--- config.mk ---
export PLATFORM = sky130hd
export DESIGN_NAME = uart_apb_bridge_flat
export DESIGN_NICKNAME = d
export VERILOG_FILES = /design/src/rtl/uart_apb_bridge_pkg.sv /design/src/rtl/uart_apb_bridge_if.sv /design/src/rtl/uart_apb_bridge_timeout.sv /design/src/rtl/uart_apb_bridge.sv /design/src/flat_wrapper.sv
export SDC_FILE = /design/constraint.sdc
export NUM_CORES = 1
export LEC_CHECK = 0
export BUFFER_PORTS_ARGS = -buffer_cell sky130_fd_sc_hd__buf_2
export CORE_MARGIN = 5
export CORE_UTILIZATION = 57
export DETAILED_ROUTE_END_ITERATION = 10
export GPL_TIMING_DRIVEN = 0
export PLACE_DENSITY = 0.84
export REMOVE_ABC_BUFFERS = 1
export SETUP_SLACK_MARGIN = 0.4
export SKIP_CTS_REPAIR_TIMING = 1
export SYNTH_ARGS = -nofsm -noshare
export SYNTH_HDL_FRONTEND = slang
export SYNTH_SLANG_ARGS = --single-unit
--- constraint.sdc ---
create_clock -name i_clk -period 4 [get_ports i_clk]
set_clock_uncertainty 0.05 [all_clocks]
set_input_delay 0.6 -clock i_clk [delete_from_list [all_inputs] [get_ports i_clk]]
set_output_delay 0.6 -clock i_clk [all_outputs]
set_load 0.01 [all_outputs]
--- src/rtl/uart_apb_bridge_pkg.sv ---
// Shared types and protocol constants for the UART-to-APB debug bridge.
package uart_apb_bridge_pkg;

  typedef enum logic [2:0] {
    StIdle,
    StAddr,
    StWdata,
    StSetup,
    StAccess,
    StResp
  } state_e;

  localparam logic [7:0] CMD_READ  = 8'h52;
  localparam logic [7:0] CMD_WRITE = 8'h57;
  localparam logic [7:0] STAT_ACK  = 8'h06;
  localparam logic [7:0] STAT_NAK  = 8'h15;

endpackage

--- src/rtl/uart_apb_bridge_if.sv ---
// Byte streams, APB master bus and busy flag of the bridge; master = bridge side.
interface uart_apb_bridge_if;

  logic [7:0]  rx_data;
  logic        rx_valid;
  logic        rx_ready;
  logic [7:0]  tx_data;
  logic        tx_valid;
  logic        tx_ready;
  logic        apbm_psel;
  logic        apbm_penable;
  logic        apbm_pwrite;
  logic [15:0] apbm_paddr;
  logic [31:0] apbm_pwdata;
  logic [31:0] apbm_prdata;
  logic        apbm_pready;
  logic        apbm_pslverr;
  logic        busy;

  modport master (
    input  rx_data, rx_valid, tx_ready, apbm_prdata, apbm_pready, apbm_pslverr,
    output rx_ready, tx_data, tx_valid, apbm_psel, apbm_penable, apbm_pwrite,
    output apbm_paddr, apbm_pwdata, busy
  );

  modport slave (
    output rx_data, rx_valid, tx_ready, apbm_prdata, apbm_pready, apbm_pslverr,
    input  rx_ready, tx_data, tx_valid, apbm_psel, apbm_penable, apbm_pwrite,
    input  apbm_paddr, apbm_pwdata, busy
  );

endinterface

--- src/rtl/uart_apb_bridge_timeout.sv ---
// Inter-byte inactivity counter; o_expired holds once TIMEOUT idle cycles have elapsed.
module uart_apb_bridge_timeout #(
  parameter int unsigned TIMEOUT = 50000
) (
  input  logic i_clk,
  input  logic i_rst,
  input  logic i_clear,
  output logic o_expired
);

  localparam int unsigned CntW = $clog2(TIMEOUT + 1);

  logic [CntW-1:0] r_count;
  logic            w_at_limit;

  assign w_at_limit = (r_count == CntW'(TIMEOUT));
  assign o_expired  = w_at_limit;

  always_ff @(posedge i_clk) begin
    if (i_rst || i_clear) begin
      r_count <= '0;
    end else if (!w_at_limit) begin
      r_count <= r_count + 1'b1;
    end
  end

endmodule

--- src/rtl/uart_apb_bridge.sv ---
// UART byte-stream to APB master debug bridge (read/write frames, ACK/NAK status).
// Optional inter-byte timeout enabled by defining UART_APB_BRIDGE_TIMEOUT_EN.
module uart_apb_bridge
  import uart_apb_bridge_pkg::*;
#(
  parameter int unsigned TIMEOUT = 50000
) (
  input  logic                i_clk,
  input  logic                i_rst,
  uart_apb_bridge_if.master   bus
);

  state_e      r_state;
  logic [1:0]  r_cnt;
  logic        r_last;
  logic        r_psel;
  logic        r_penable;
  logic        r_pwrite;
  logic [15:0] r_paddr;
  logic [31:0] r_pwdata;
  logic [31:0] r_rdata;
  logic [7:0]  r_status;
  logic [7:0]  r_tx_data;
  logic        r_tx_valid;

  logic        w_rx_ready;
  logic        w_rx_fire;
  logic        w_expired;
  logic [1:0]  w_next_cnt;
  logic [7:0]  w_status;

  assign w_rx_ready = !i_rst && (r_state inside {StIdle, StAddr, StWdata});
  assign w_rx_fire  = w_rx_ready && bus.rx_valid;
  assign w_next_cnt = r_cnt + 2'd1;
  assign w_status   = bus.apbm_pslverr ? STAT_NAK : STAT_ACK;

`ifdef UART_APB_BRIDGE_TIMEOUT_EN
  logic w_to_clear;
  assign w_to_clear = w_rx_fire || !(r_state inside {StAddr, StWdata});

  uart_apb_bridge_timeout #(
    .TIMEOUT (TIMEOUT)
  ) u_timeout (
    .i_clk     (i_clk),
    .i_rst     (i_rst),
    .i_clear   (w_to_clear),
    .o_expired (w_expired)
  );
`else
  logic unused_timeout;
  assign unused_timeout = ^TIMEOUT;
  assign w_expired      = 1'b0;
`endif

  always_ff @(posedge i_clk) begin
    if (i_rst) begin
      r_state    <= StIdle;
      r_cnt      <= 2'd0;
      r_last     <= 1'b0;
      r_psel     <= 1'b0;
      r_penable  <= 1'b0;
      r_pwrite   <= 1'b0;
      r_paddr    <= 16'h0000;
      r_pwdata   <= 32'h0;
      r_rdata    <= 32'h0;
      r_status   <= 8'h00;
      r_tx_data  <= 8'h00;
      r_tx_valid <= 1'b0;
    end else begin
      unique case (r_state)
        StIdle: begin
          // Unknown command bytes are swallowed so the host can resync.
          if (w_rx_fire && (bus.rx_data == CMD_READ || bus.rx_data == CMD_WRITE)) begin
            r_pwrite <= (bus.rx_data == CMD_WRITE);
            r_cnt    <= 2'd0;
            r_state  <= StAddr;
          end
        end
        StAddr: begin
          if (w_rx_fire) begin
            if (r_cnt == 2'd0) begin
              r_paddr[7:0] <= bus.rx_data;
              r_cnt        <= 2'd1;
            end else begin
              r_paddr[15:8] <= bus.rx_data;
              r_cnt         <= 2'd0;
              if (r_pwrite) begin
                r_state <= StWdata;
              end else begin
                r_psel  <= 1'b1;
                r_state <= StSetup;
              end
            end
          end else if (w_expired) begin
            r_state <= StIdle;
          end
        end
        StWdata: begin
          if (w_rx_fire) begin
            r_pwdata[{r_cnt, 3'b000} +: 8] <= bus.rx_data;
            r_cnt <= w_next_cnt;
            if (r_cnt == 2'd3) begin
              r_psel  <= 1'b1;
              r_state <= StSetup;
            end
          end else if (w_expired) begin
            r_state <= StIdle;
          end
        end
        StSetup: begin
          r_penable <= 1'b1;
          r_state   <= StAccess;
        end
        StAccess: begin
          if (bus.apbm_pready) begin
            r_psel     <= 1'b0;
            r_penable  <= 1'b0;
            r_rdata    <= bus.apbm_prdata;
            r_status   <= w_status;
            r_tx_valid <= 1'b1;
            r_tx_data  <= r_pwrite ? w_status : bus.apbm_prdata[7:0];
            r_last     <= r_pwrite;
            r_cnt      <= 2'd0;
            r_state    <= StResp;
          end
        end
        StResp: begin
          if (bus.tx_ready) begin
            if (r_last) begin
              r_tx_valid <= 1'b0;
              r_tx_data  <= 8'h00;
              r_last     <= 1'b0;
              r_state    <= StIdle;
            end else if (r_cnt == 2'd3) begin
              r_tx_data <= r_status;
              r_last    <= 1'b1;
            end else begin
              r_cnt     <= w_next_cnt;
              r_tx_data <= r_rdata[{w_next_cnt, 3'b000} +: 8];
            end
          end
        end
        default: r_state <= StIdle;
      endcase
    end
  end

  assign bus.rx_ready     = w_rx_ready;
  assign bus.tx_data      = r_tx_data;
  assign bus.tx_valid     = r_tx_valid;
  assign bus.apbm_psel    = r_psel;
  assign bus.apbm_penable = r_penable;
  assign bus.apbm_pwrite  = r_pwrite;
  assign bus.apbm_paddr   = r_paddr;
  assign bus.apbm_pwdata  = r_pwdata;
  assign bus.busy         = (r_state != StIdle);

endmodule

--- src/flat_wrapper.sv ---
// flat-port wrapper written by rule: the top's interface ports become plain ports
module uart_apb_bridge_flat import uart_apb_bridge_pkg::*;
#(
  parameter int unsigned TIMEOUT = 50000
)
  (i_clk, i_rst, bus_rx_data, bus_rx_valid, bus_tx_ready, bus_apbm_prdata, bus_apbm_pready, bus_apbm_pslverr, bus_rx_ready, bus_tx_data, bus_tx_valid, bus_apbm_psel, bus_apbm_penable, bus_apbm_pwrite, bus_apbm_paddr, bus_apbm_pwdata, bus_busy);
  uart_apb_bridge_if bus_i ();
  input  logic i_clk;
  input  logic i_rst;
  input wire logic [$bits(bus_i.rx_data)-1:0] bus_rx_data;
  input wire logic [$bits(bus_i.rx_valid)-1:0] bus_rx_valid;
  input wire logic [$bits(bus_i.tx_ready)-1:0] bus_tx_ready;
  input wire logic [$bits(bus_i.apbm_prdata)-1:0] bus_apbm_prdata;
  input wire logic [$bits(bus_i.apbm_pready)-1:0] bus_apbm_pready;
  input wire logic [$bits(bus_i.apbm_pslverr)-1:0] bus_apbm_pslverr;
  output wire logic [$bits(bus_i.rx_ready)-1:0] bus_rx_ready;
  output wire logic [$bits(bus_i.tx_data)-1:0] bus_tx_data;
  output wire logic [$bits(bus_i.tx_valid)-1:0] bus_tx_valid;
  output wire logic [$bits(bus_i.apbm_psel)-1:0] bus_apbm_psel;
  output wire logic [$bits(bus_i.apbm_penable)-1:0] bus_apbm_penable;
  output wire logic [$bits(bus_i.apbm_pwrite)-1:0] bus_apbm_pwrite;
  output wire logic [$bits(bus_i.apbm_paddr)-1:0] bus_apbm_paddr;
  output wire logic [$bits(bus_i.apbm_pwdata)-1:0] bus_apbm_pwdata;
  output wire logic [$bits(bus_i.busy)-1:0] bus_busy;
  assign bus_i.rx_data = bus_rx_data;
  assign bus_i.rx_valid = bus_rx_valid;
  assign bus_i.tx_ready = bus_tx_ready;
  assign bus_i.apbm_prdata = bus_apbm_prdata;
  assign bus_i.apbm_pready = bus_apbm_pready;
  assign bus_i.apbm_pslverr = bus_apbm_pslverr;
  assign bus_rx_ready = bus_i.rx_ready;
  assign bus_tx_data = bus_i.tx_data;
  assign bus_tx_valid = bus_i.tx_valid;
  assign bus_apbm_psel = bus_i.apbm_psel;
  assign bus_apbm_penable = bus_i.apbm_penable;
  assign bus_apbm_pwrite = bus_i.apbm_pwrite;
  assign bus_apbm_paddr = bus_i.apbm_paddr;
  assign bus_apbm_pwdata = bus_i.apbm_pwdata;
  assign bus_busy = bus_i.busy;
  uart_apb_bridge #(.TIMEOUT(TIMEOUT)) u_core (.i_clk(i_clk), .i_rst(i_rst), .bus(bus_i));
endmodule
==> results.rst, run 1 <==
.. list-table::
   :header-rows: 1

   * - Metric
     - Value
   * - Global-route wire length before repair
     - 17500 um
   * - CTS tree
     - done
   * - Synthesis Warnings
     - 0
   * - Pwr Density
     - 384 nW/um2
   * - Synthesized netlist cell count
     - 525
   * - Worst IR drop on VDD
     - 0.215 mV
   * - Synth unique cells
     - 50
   * - Most common cell after layout, fill and taps aside
     - buf_2
   * - Weighted congestion reported at the end of routability-driven placement
     - 0.856
   * - HP Class
     - input port to flop
   * - Total vias in the final route
     - 4044
   * - Total length of routed wires
     - about 11000 um
   * - DRT Pass-1 Iters
     - 5
   * - Hold Path Origin
     - bus_apbm_prdata[18]
   * - Clk sinks
     - 101
   * - All-layer global routing usage
     - a little over a fifth
   * - Arrival time worst endpoint
     - around 3.4 ns
   * - Drt first-iter violations
     - 250
   * - Startpoint type of the worst setup path
     - input port
   * - Antenna-violating nets left
     - 0
   * - Static Leakage
     - 2.18 nW
   * - Number of setup violations in the final report
     - 0
   * - Number of primary I/O pins
     - 108
   * - Setup WS post-layout
     - between 0.7 and 0.8 ns
   * - Cells on worst reg2reg path
     - 6
   * - Overall die width
     - 97.8 um
   * - Worst setup slack for register-to-register paths
     - about 0.77 ns
   * - Hold EP
     - u_core.r_rdata[18]
   * - MaxCap Viol Count
     - 0
   * - Nets
     - around 660
   * - FF-to-FF Start
     - u_core.r_cnt[0]
   * - Maximum number of pins on one net before global-route repair
     - 97
   * - Synth area leaders
     - dfxtp_1 (46%), nand2_1 (8.5%), a21oi_1 (8.2%), mux2i_1 (5.0%), mux4_2 (4.1%)
   * - Critical path class
     - input port to flop
   * - Cell type with the largest total area after synthesis
     - dfxtp_1
   * - Dominant synthesized flop cell
     - dfxtp_1
   * - Clock transition time at the flip-flop clock pins of the worst setup and hold paths
     - 0.10 ns
   * - Required time at the worst-slack endpoint
     - around 4.2 ns
   * - Worst-Margin Slew
     - approximately 1.3 ns
   * - Final worst path period need
     - approximately 3.3 ns
   * - Run status
     - complete, no violations
   * - Top fanout value on the critical path
     - 96
   * - Effective utilization at floorplan
     - 57.7%
   * - Die outline area
     - 9560 um2
   * - Average instance area after synthesis
     - 8.36 um2
   * - Yosys top cell area share
     - 46.1%
   * - Post-DR wirelength/cell
     - 15.2 um
   * - Synth Register Bits
     - 101
   * - Floorplan die height
     - 97.8 um
   * - Hold-critical path depth
     - 3
   * - Critical register-to-register path endpoint
     - u_core.bus.apbm_pwdata[19]
   * - Share of flip-flops with an asynchronous set or reset
     - 0%
   * - Post-route DRC
     - 0
   * - Worst slack after detailed placement
     - 0.412 ns
   * - Diodes inserted
     - 0
   * - Number of fill cells in the layout
     - approximately 650
   * - I/O Buffers
     - 107
   * - Critical Path End Type
     - flop
   * - Final-layout setup total negative slack
     - 0 ns
   * - Max clock buf depth
     - 2
   * - Vias in the first global route
     - ~3700
   * - Final HPWL from detailed placement
     - ~7500 um
   * - Max-slew violation count
     - 0
   * - Standard-cell row count
     - 32
   * - Maximum achievable frequency
     - just over 0.3 GHz
   * - Final period util
     - 81.6%
   * - Tightest slew margin relative to the limit
     - 10.3%
   * - Post-Synthesis Cell Area
     - 4390 um2
   * - Most used cells in the layout excluding fill and tap cells
     - buf_2 (106), dfxtp_1 (101), nand2_1 (99), a21oi_1 (72), nor2_1 (43)
   * - Final hold violation count
     - 0
   * - Setup repair after global routing missed its margin
     - false
   * - Drt via density
     - around 5.7
   * - Skew-Pair Late Insertion Delay
     - 0.37 ns
   * - Overflow left after global routing
     - 0
   * - CTS buffer count
     - 9
   * - Total number of H-tree levels
     - 3
   * - Library cell used as clock root buffer
     - clkbuf_8
   * - Antenna violations before repair
     - 0
   * - Number of enable flip-flop cells after synthesis
     - 0
   * - Layout-stage area growth over the synthesis result
     - 17.1%
   * - Fraction of final layout cells with drive strength greater than 1
     - a little under a quarter
   * - Core area
     - 7610 um2
   * - Sequential-to-total area share from yosys stat
     - 46.1%
==> cells in the mapped netlist (2+ instances only) <==
library cell  instances
mux4_2                8
nor3b_1               4
a31oi_1               7
nor3_1                6
and2_1                7
buf_6                 2
o22ai_1               3
clkbuf_1             30
a21oi_1              72
dfxtp_1             101
nand2_1              99
nor2b_1               5
o21ai_0              13
buf_1                 4
inv_1                 7
buf_2                 4
nand3_1              32
and3_1               14
ha_1                  6
nor2_1               44
nand2b_1              3
a21boi_0              3
a211oi_1              3
mux2i_1              22
==> per-layer routing <==
layer | vias up | global-route usage, % | wire (um)
met1 | 1905 | 28.7 | 4640
li1 | 1971 | - | -
met3 | 12 | 5.43 | 860
met5 | - | 0 | 0
met2 | 156 | 36.0 | 5170
met4 | 0 | 6.39 | 119
==> report_power, final <==
group	leakage (nW)	total [mW]	switching [mW]	internal, mW
combinational	1.25	0.176	0.104	0.0723
clock	0.116	0.759	0.343	0.416
sequential	0.813	1.04	0.0231	1.02
total	2.18	1.97	0.470	1.51
==> state kept, by name, summed over array words and instances, names as in the netlist <==
signal / flops
u_core.bus.apbm_pwdata: 32
u_core.r_rdata: 32
u_core.bus.apbm_paddr: 16
u_core.bus.tx_data: 8
u_core.r_state: 3
u_core.r_status: 3
u_core.r_cnt: 2
u_core.bus.apbm_penable: 1
u_core.bus.apbm_psel: 1
u_core.bus.apbm_pwrite: 1
u_core.bus.tx_valid: 1
u_core.r_last: 1
==> worst max path at each step <==
stage	end	start	slack, ns	cells after the start
detailed placement	u_core.bus.apbm_paddr[4]	i_rst	0.41	5
finish	u_core.bus.apbm_paddr[4]	i_rst	0.74	5
global route	u_core.bus.apbm_pwdata[17]	u_core.r_cnt[0]	0.45	6
global placement	u_core.bus.apbm_paddr[3]	i_rst	0.15	5
CTS	u_core.bus.apbm_pwdata[21]	u_core.r_cnt[0]	0.78	6
floorplan	u_core.bus.tx_data[1]	u_core.r_cnt[0]	1.48	6
==> through the flow <==
stage               area (um2)  total power, mW  std cells  hold slack, ns  utilization [%]
finish                    5140             1.97        711           0.404             67.6
global route              5140             2.04        711           0.401             67.6
CTS                       5140             1.98        711           0.404             67.6
detailed placement        4900             1.24        695           0.393             64.5
global placement          4880             1.23        694           0.384             64.2
floorplan                 4220             1.15        485           0.377                -
==> cell families (layout without fill, tap and decap cells) <==
| logic type | count (synthesis) | in the layout | synth area share, % |
|---|---|---|---|
| xor gates and xnor gates | 1 | 1 | 0.200 |
| AOI/OAI and AO/OA | 114 | 114 | 14.8 |
| and+or+nand+nor | 225 | 225 | 23.4 |
| muxes | 31 | 31 | 9.38 |
| buffers and inverters | 47 | 131 | 4.47 |
| adders and majority gates | 6 | 6 | 1.71 |
| DFF | 101 | 101 | 46.1 |
==> worst max-delay path, cell delays in order <==
cell	delay, ns
buf_4	0.36
nor3b_1	1.18
nand3_1	0.79
mux2i_1	0.38
nor2_1	0.06
==> layout make-up <==
type	instances	area, um2	share of cell area, %
well taps	102	128	2.48
multi-input cells	377	2170	42.3
clock buffers	10	128	2.48
inverters	7	26.3	0.511
repair buffers	108	553	10.8
clock inverters	6	111	2.17
flip-flops and latches	101	2020	39.3
Power figures use the tool's default switching activity.
==> run 2, diff against run 1 <==
--- a/config.mk
+++ b/config.mk
@@ -7,10 +7,10 @@
 export LEC_CHECK = 0
 export BUFFER_PORTS_ARGS = -buffer_cell sky130_fd_sc_hd__buf_2
 export CORE_MARGIN = 5
-export CORE_UTILIZATION = 57
+export CORE_UTILIZATION = 48
 export DETAILED_ROUTE_END_ITERATION = 10
 export GPL_TIMING_DRIVEN = 0
-export PLACE_DENSITY = 0.84
+export PLACE_DENSITY = 0.76
 export REMOVE_ABC_BUFFERS = 1
 export SETUP_SLACK_MARGIN = 0.4
 export SKIP_CTS_REPAIR_TIMING = 1
==> constraint.sdc (replaced) <==
create_clock -name i_clk -period 2.84 [get_ports i_clk]
set_clock_uncertainty 0.05 [all_clocks]
set_input_delay 0.426 -clock i_clk [delete_from_list [all_inputs] [get_ports i_clk]]
set_output_delay 0.426 -clock i_clk [all_outputs]
set_load 0.01 [all_outputs]
==> run 2 against run 1 <==
Compared with the run above:
- via count fell by 0.99%
- die area rose by 17%
- combinational power rose by 45%
- final cell count rose by 1.4%
- register-to-register slack got worse by 0.16 ns
- critical path type is now flop to flop
- critical endpoint is now u_core.bus.tx_data[2]
- largest cell class unchanged
- largest power group unchanged
==> results.rst, run 2 (synthesis results as in run 1) <==
.. list-table::
   :header-rows: 1

   * - Metric
     - Value
   * - Run status
     - complete, no violations
   * - Count of buffering cells on the critical path with inverters included
     - 1 (unchanged)
   * - Switching power summed over all nets
     - 677 uW (+44%)
   * - Overflow left after global routing
     - 0 (unchanged)
   * - Delay-heaviest family, CP
     - multiplexers
   * - Placed Instances
     - 704 (+1.3%)
   * - Global-route wire length before repair
     - 18000 um (+3.0%)
   * - Total vias in the final route
     - 4004 (-0.99%)
   * - Total chip power
     - 2.65 mW (+34%)
   * - Clock share of power
     - 35.1% (-3.3 points)
   * - Die outline area
     - 11200 um2 (+17%)
   * - Core area
     - 9060 um2 (+19%)
   * - Critical register-to-register path endpoint
     - u_core.bus.tx_data[2]
   * - Worst hold slack across all endpoints
     - 0.235 ns (-0.169 ns)
   * - Post-route DRC
     - 0 (unchanged)
   * - Relative contribution of combinational cells to total power
     - 9.6% (+0.7 points)
   * - Max clock buf depth
     - 2 (unchanged)
   * - Fraction of final layout cells with drive strength greater than 1
     - 23.8% (+1.1 points)
   * - Static Leakage
     - 2.18 nW (about the same)
   * - Drt first-iter violations
     - 221 (-12%)
   * - Library cell used as clock root buffer
     - clkbuf_8
   * - Top fanout value on the critical path
     - 16 (-83%)
   * - CTS tree
     - done
   * - Switching power as a share of total power
     - 25.5% (+1.7 points)
   * - Diodes inserted
     - 0 (unchanged)
   * - Sequence of cells on the critical path
     - inv_1 -> ha_4 -> mux4_2 -> mux2i_1 -> o221ai_1 -> o211a_1
   * - Setup WS post-layout
     - 0.610 ns (-0.126 ns)
   * - Worst slack after detailed placement
     - -0.467 ns (-0.880 ns)
   * - Number of primary I/O pins
     - 108 (unchanged)
   * - Vias in the first global route
     - 3625 (-1.1%)
   * - Tightest slew margin relative to the limit
     - 35.1% (+25 points)
   * - Weighted congestion reported at the end of routability-driven placement
     - 0.803 (-6.2%)
   * - Worst setup slack for register-to-register paths
     - 0.61 ns (-0.16 ns)
   * - Final hold violation count
     - 0 (unchanged)
   * - Skew-Pair Late Insertion Delay
     - 0.37 ns (about the same)
   * - Post-DR wirelength/cell
     - 15.4 um (+1.3%)
   * - Worst IR drop on VDD
     - 0.257 mV (+19%)
   * - Final worst path period need
     - around 2.2 ns
   * - Clock transition time at the flip-flop clock pins of the worst setup and hold paths
     - 0.10 ns (about the same)
   * - Launch point of the critical path
     - u_core.r_cnt[0]
   * - Total number of H-tree levels
     - 3 (unchanged)
   * - Most common cell after layout, fill and taps aside
     - buf_2
   * - Arrival time worst endpoint
     - 2.44 ns (-0.99 ns)
   * - Antenna violations before repair
     - 0 (unchanged)
   * - Most used cells in the layout excluding fill and tap cells
     - buf_2 (106), dfxtp_1 (100), nand2_1 (99), a21oi_1 (72), nor2_1 (43)
   * - Drt via density
     - 5.55 (-2.4%)
   * - Total cell area at the placement stage
     - 4910 um2 (+0.23%)
   * - I/O Buffers
     - 107 (unchanged)
   * - Number of cells in the finished layout apart from fillers
     - 721 (+1.4%)
   * - MaxCap Viol Count
     - 0 (unchanged)
   * - Number of setup violations in the final report
     - 0 (unchanged)
   * - Antenna-violating nets left
     - 0 (unchanged)
   * - Slowest stage cell on the critical path
     - mux4_2
   * - Floorplan die height
     - 106 um (+8.1%)
   * - Critical path class
     - flop to flop
   * - Worst-Margin Slew
     - 0.974 ns (-0.369 ns)
   * - Total length of routed wires
     - 11100 um (+2.7%)
   * - Maximum achievable frequency
     - 0.448 GHz
   * - Sequential cell fraction of total power
     - 55.3% (+2.6 points)
   * - CTS buffer count
     - 9 (unchanged)
   * - Count of cell instances traversed by the critical path
     - 6 (+1)
   * - Overall die width
     - 106 um (+8.1%)
   * - Pwr Density
     - 512 nW/um2 (+33%)
   * - Critical Path End Type
     - flop
   * - Cells on worst reg2reg path
     - 6 (unchanged)
   * - Internal power
     - 1.98 mW (+31%)
   * - Required time at the worst-slack endpoint
     - 3.05 ns (-1.12 ns)
   * - DRT Pass-1 Iters
     - 4 (-1)
   * - All-layer global routing usage
     - 19.6% (-2.3 points)
   * - HP Class
     - input port to flop
   * - Clk sinks
     - 101 (unchanged)
   * - Effective utilization at floorplan
     - 48.4% (-9.3 points)
   * - Post-route design area
     - 5180 um2 (+0.66%)
   * - Standard-cell row count
     - 35 (+9.4%)
   * - Maximum number of pins on one net before global-route repair
     - 97 (unchanged)
   * - Startpoint type of the worst setup path
     - flop
   * - Max incr delay on CP
     - 0.52 ns (-0.66 ns)
   * - Setup repair after global routing missed its margin
     - false
   * - Final HPWL from detailed placement
     - 7730 um (+2.9%)
   * - Final period util
     - 78.5%
   * - CP endpoint
     - u_core.bus.tx_data[2]
   * - Nets
     - 657 (+0.15%)
   * - Max-slew violation count
     - 0 (unchanged)
   * - Layout-stage area growth over the synthesis result
     - 17.9%
   * - FF-to-FF Start
     - u_core.r_cnt[0]
[run 2: through the flow]
step	utilization, %	setup TNS, ns
after global placement	54.0	-37.41
after floorplan	-	0
after detailed placement	54.2	-12.96
final	57.1	0
after global routing	57.1	0
after CTS	56.4	-9.64
[run 2: cell type report]
cell class | count | area [um2]
clock buffer | 12 | 145
inverter | 7 | 26.3
timing repair buffer | 109 | 561
clock inverter | 4 | 56.3
multi-input combinational | 377 | 2220
fill | 870 | 3890
sequential | 101 | 2030
tap | 111 | 139
[run 2: worst register-to-register path, delay by kind of cell, from the launching register on]
kind            cells  cell delay [ns]
flops               1             0.50
buf+inv             1             0.21
compound gates      2             0.29
mux                 2             0.68
fa+ha+maj           1             0.41
[run 2: worst min-delay path by stage]
stage	from	end	cells past startpoint
detailed placement	u_core.r_rdata[1]	u_core.r_rdata[1]	2
CTS	bus_apbm_prdata[14]	u_core.r_rdata[14]	3
global route	bus_apbm_prdata[9]	u_core.r_rdata[9]	3
finish	bus_apbm_prdata[29]	u_core.r_rdata[29]	3
global placement	u_core.bus.apbm_pwdata[7]	u_core.bus.apbm_pwdata[7]	2
floorplan	u_core.r_rdata[0]	u_core.r_rdata[0]	2
[run 2: metal layers]
layer / track usage, % / vias up / routed length (um) / share of wire (%)
li1: - / 1972 / - / -
met1: 25.7 / 1861 / 4960 / 45
met2: 32.7 / 158 / 5170 / 47
met3: 4.72 / 13 / 831 / 7.5
met4: 5.00 / 0 / 116 / 1.0
met5: 0 / - / 0 / 0
[run 2: power by group through the flow]
stage | Clock, mW | Sequential (mW) | Combinational [mW]
after floorplan | 0 | 1.49 | 0.131
after global placement | 0 | 1.50 | 0.243
after detailed placement | 0 | 1.50 | 0.248
after CTS | 0.952 | 1.46 | 0.250
after global routing | 1.01 | 1.47 | 0.280
final | 0.931 | 1.47 | 0.255
==> run 3, diff against run 2 <==
--- a/config.mk
+++ b/config.mk
@@ -5,12 +5,13 @@
 export SDC_FILE = /design/constraint.sdc
 export NUM_CORES = 1
 export LEC_CHECK = 0
+export ABC_AREA = 1
 export BUFFER_PORTS_ARGS = -buffer_cell sky130_fd_sc_hd__buf_2
 export CORE_MARGIN = 5
 export CORE_UTILIZATION = 48
 export DETAILED_ROUTE_END_ITERATION = 10
 export GPL_TIMING_DRIVEN = 0
-export PLACE_DENSITY = 0.76
+export PLACE_DENSITY = 0.75
 export REMOVE_ABC_BUFFERS = 1
 export SETUP_SLACK_MARGIN = 0.4
 export SKIP_CTS_REPAIR_TIMING = 1
==> constraint.sdc (replaced) <==
create_clock -name i_clk -period 1.8 [get_ports i_clk]
set_clock_uncertainty 0.05 [all_clocks]
set_input_delay 0.27 -clock i_clk [delete_from_list [all_inputs] [get_ports i_clk]]
set_output_delay 0.27 -clock i_clk [all_outputs]
set_load 0.01 [all_outputs]
==> run 3 against run 2 <==
Compared with the run above:
- the run now ends with negative setup slack left
- synthesized area is 4.8% higher
- global-route usage increased by 0.32 points
- critical endpoint is now u_core.bus.apbm_pwdata[3]
- combinational power rose to 11 times the previous value
- highest routed layer unchanged
- critical path depth up 1
- wire length increased by 24%
- non-clock buffer count is 36 higher
- register-to-register slack lost 0.67 ns
- maximum frequency grew 20%
- core utilization is 7.6 points higher
- clock power up 62%
- sequential power increased by 88%
==> results.rst, run 3 <==
.. list-table::
   :header-rows: 1

   * - Metric
     - Value
   * - Cell types with the highest counts after synthesis
     - nand2_1 (102), dfxtp_1 (101), nor2_1 (95)
   * - Final period util
     - 103% (+25 points)
   * - Clock transition time at the flip-flop clock pins of the worst setup and hold paths
     - 0.10 ns (about the same)
   * - Synth Register Bits
     - 101 (unchanged)
   * - DRT Pass-1 Iters
     - 5 (+1)
   * - Overflow left after global routing
     - 0 (unchanged)
   * - Final hold violation count
     - 0 (unchanged)
   * - Static Leakage
     - 2.62 nW (+20%)
   * - Number of enable flip-flop cells after synthesis
     - 0 (unchanged)
   * - CTS tree
     - done
   * - Post-DR wirelength/cell
     - 15.5 um (+0.94%)
   * - Cell type with the highest occurrence count on the critical path
     - nand3_1
   * - Most used cells in the layout excluding fill and tap cells
     - buf_2 (105), dfxtp_1 (95), nand2_1 (91), a21oi_1 (78), nor2_1 (76)
   * - Worst slack after detailed placement
     - -1.98 ns (-1.51 ns)
   * - Maximum achievable frequency
     - 0.538 GHz (+20%)
   * - Layout-stage area growth over the synthesis result
     - 30.5%
   * - CTS buffer count
     - 9 (unchanged)
   * - Total length of routed wires
     - 13700 um (+24%)
   * - Tightest slew margin relative to the limit
     - 77.0% (+42 points)
   * - Final core utilization
     - 64.7% (+7.6 points)
   * - Most common cell after layout, fill and taps aside
     - buf_2
   * - Nets
     - 804 (+22%)
   * - Post-Synthesis Cell Area
     - 4600 um2 (+4.8%)
   * - Overall die width
     - 108 um (+2.2%)
   * - Antenna violations before repair
     - 0 (unchanged)
   * - Yosys top cell area share
     - 43.9% (-2.1 points)
   * - Die outline area
     - 11600 um2 (+4.4%)
   * - Core area
     - 9280 um2 (+2.4%)
   * - Number of primary I/O pins
     - 108 (unchanged)
   * - Slowest stage cell on the critical path
     - dfxtp_2
   * - Post-route DRC
     - 0 (unchanged)
   * - Total chip power
     - 6.98 mW (+160%)
   * - Count of buffering cells on the critical path with inverters included
     - 2 (+1)
   * - Setup WS post-layout
     - -0.0595 ns (-0.669 ns)
   * - Worst-Margin Slew
     - 0.345 ns (-0.629 ns)
   * - Effective utilization at floorplan
     - 49.6% (+1.1 points)
   * - Drt first-iter violations
     - 277 (+25%)
   * - Total number of H-tree levels
     - 3 (unchanged)
   * - Global-route wire length before repair
     - 18800 um (+4.3%)
   * - Arrival time worst endpoint
     - 2.11 ns (-0.33 ns)
   * - MaxCap Viol Count
     - 0 (unchanged)
   * - Floorplan die height
     - 108 um (+2.2%)
   * - Violations in the final reports
     - negative setup slack
   * - Max-slew violation count
     - 0 (unchanged)
   * - Maximum number of pins on one net before global-route repair
     - 67 (-31%)
   * - Required time at the worst-slack endpoint
     - 2.05 ns (-1.00 ns)
   * - Fraction of final layout cells with drive strength greater than 1
     - 33.0% (+9.3 points)
   * - Standard-cell row count
     - 35 (unchanged)
   * - Drt via density
     - 5.44 (-2.1%)
   * - Sequence of cells on the critical path
     - inv_1 -> ha_4 -> clkinvlp_4 -> nand3_1 -> nor2_1 -> nand3_1 -> a21oi_1
   * - Cell with the most instances after synthesis
     - nand2_1
   * - Final worst path period need
     - 1.86 ns (-0.371 ns)
   * - Average instance area after synthesis
     - 7.33 um2 (-12%)
   * - Run status
     - complete, but fails checks
   * - Final HPWL from detailed placement
     - 8230 um (+6.5%)
   * - All-layer global routing usage
     - 20.0% (+0.32 points)
   * - Share of flip-flops with an asynchronous set or reset
     - 0% (unchanged)
   * - Pwr Density
     - 1160 nW/um2 (+130%)
   * - Total vias in the final route
     - 4817 (+20%)
   * - Antenna-violating nets left
     - 0 (unchanged)
   * - Worst IR drop on VDD
     - 0.589 mV (+130%)
   * - Startpoint type of the worst setup path
     - flop
   * - HP Class
     - input port to flop
   * - Synth unique cells
     - 33 (-34%)
   * - Number of setup violations in the final report
     - 4 (+4)
   * - Critical Path End Type
     - flop
   * - Synthesized netlist cell count
     - 628 (+20%)
   * - Weighted congestion reported at the end of routability-driven placement
     - 0.850 (+5.9%)
   * - Max clock buf depth
     - 2 (unchanged)
   * - Synthesis Warnings
     - 0 (unchanged)
   * - Max incr delay on CP
     - 0.40 ns (-0.12 ns)
   * - Critical path class
     - flop to flop
   * - Delay-heaviest family, CP
     - simple AND/OR/NAND/NOR gates
   * - Final-layout setup total negative slack
     - -0.109 ns (-0.109 ns)
   * - Cell type with the largest total area after synthesis
     - dfxtp_1
   * - Synth area leaders
     - dfxtp_1 (44%), a21oi_1 (9.6%), nand2_1 (8.3%), nor2_1 (7.7%), o21ai_0 (7.4%)
   * - Dominant synthesized flop cell
     - dfxtp_1
   * - I/O Buffers
     - 107 (unchanged)
   * - Setup repair after global routing missed its margin
     - true
   * - Library cell used as clock root buffer
     - clkbuf_8
   * - Sequential-to-total area share from yosys stat
     - 43.9% (-2.1 points)
   * - Vias in the first global route
     - 4100 (+13%)
   * - Clk sinks
     - 101 (unchanged)
   * - Worst hold slack across all endpoints
     - 0.0554 ns (-0.180 ns)
   * - Top fanout value on the critical path
     - 8 (-8)
   * - Skew-Pair Late Insertion Delay
     - 0.37 ns (about the same)
   * - Diodes inserted
     - 0 (unchanged)
-- run 3: layout make-up --
| class | count | area (um2) |
|---|---|---|
| Clock buffer | 11 | 141 |
| Clock inverter | 5 | 66.3 |
| Fill cell | 807 | 3280 |
| Inverter | 43 | 206 |
| Multi-Input combinational cell | 450 | 2430 |
| Sequential cell | 101 | 2040 |
| Tap cell | 129 | 161 |
| Timing Repair Buffer | 145 | 927 |
| Timing Repair inverter | 2 | 36.3 |
-- run 3: layer usage --
metal	up-vias	wire (um)	GRT usage (%)	part of all wire [%]
li1	2325	-	-	-
met1	2221	5610	24.9	41
met3	36	1050	4.80	7.6
met5	-	0	0	0
met2	235	6740	33.4	49
met4	0	345	7.48	2.5
-- run 3: metrics by stage --
| step | instance area, um2 | std cells |
|---|---|---|
| after global routing | 6010 | 886 |
| after floorplan | 4370 | 592 |
| after global placement | 5070 | 828 |
| final | 6010 | 886 |
| after CTS | 5280 | 844 |
| after detailed placement | 5070 | 828 |
-- run 3: worst register-to-register path: cells and delay by family (launching register included) --
family | cells | cell delay [ns]
and+or+nand+nor | 3 | 0.57
adders and majority gates | 1 | 0.29
DFF | 1 | 0.40
AOI/OAI and AO/OA | 1 | 0.19
buffers and inverters | 2 | 0.27
-- run 3: worst paths after layout --
path / startpoint / endpoint / slack (ns) / cells after the start
worst max-delay path: u_core.r_cnt[1] / u_core.bus.apbm_pwdata[3] / -0.06 / 7
worst min-delay path: bus_apbm_prdata[26] / u_core.r_rdata[26] / 0.06 / 3
worst max register to register: u_core.r_cnt[1] / u_core.bus.apbm_pwdata[3] / -0.06 / 7
worst min register to register: u_core.bus.apbm_psel / u_core.bus.apbm_psel / 0.40 / 2
-- run 3: cells by family after synthesis --
family,count (synthesis),share of synthesized area (%)
simple gates,267,26.3
compound gates,175,19.5
buf+inv,79,8.59
fa+ha+maj,6,1.63
flops,101,43.9
-- run 3: where the power goes --
group	switching, mW	total [mW]	internal, mW
Clock	0.815	1.51	0.699
Combinational	1.66	2.70	1.05
Sequential	0.223	2.76	2.54
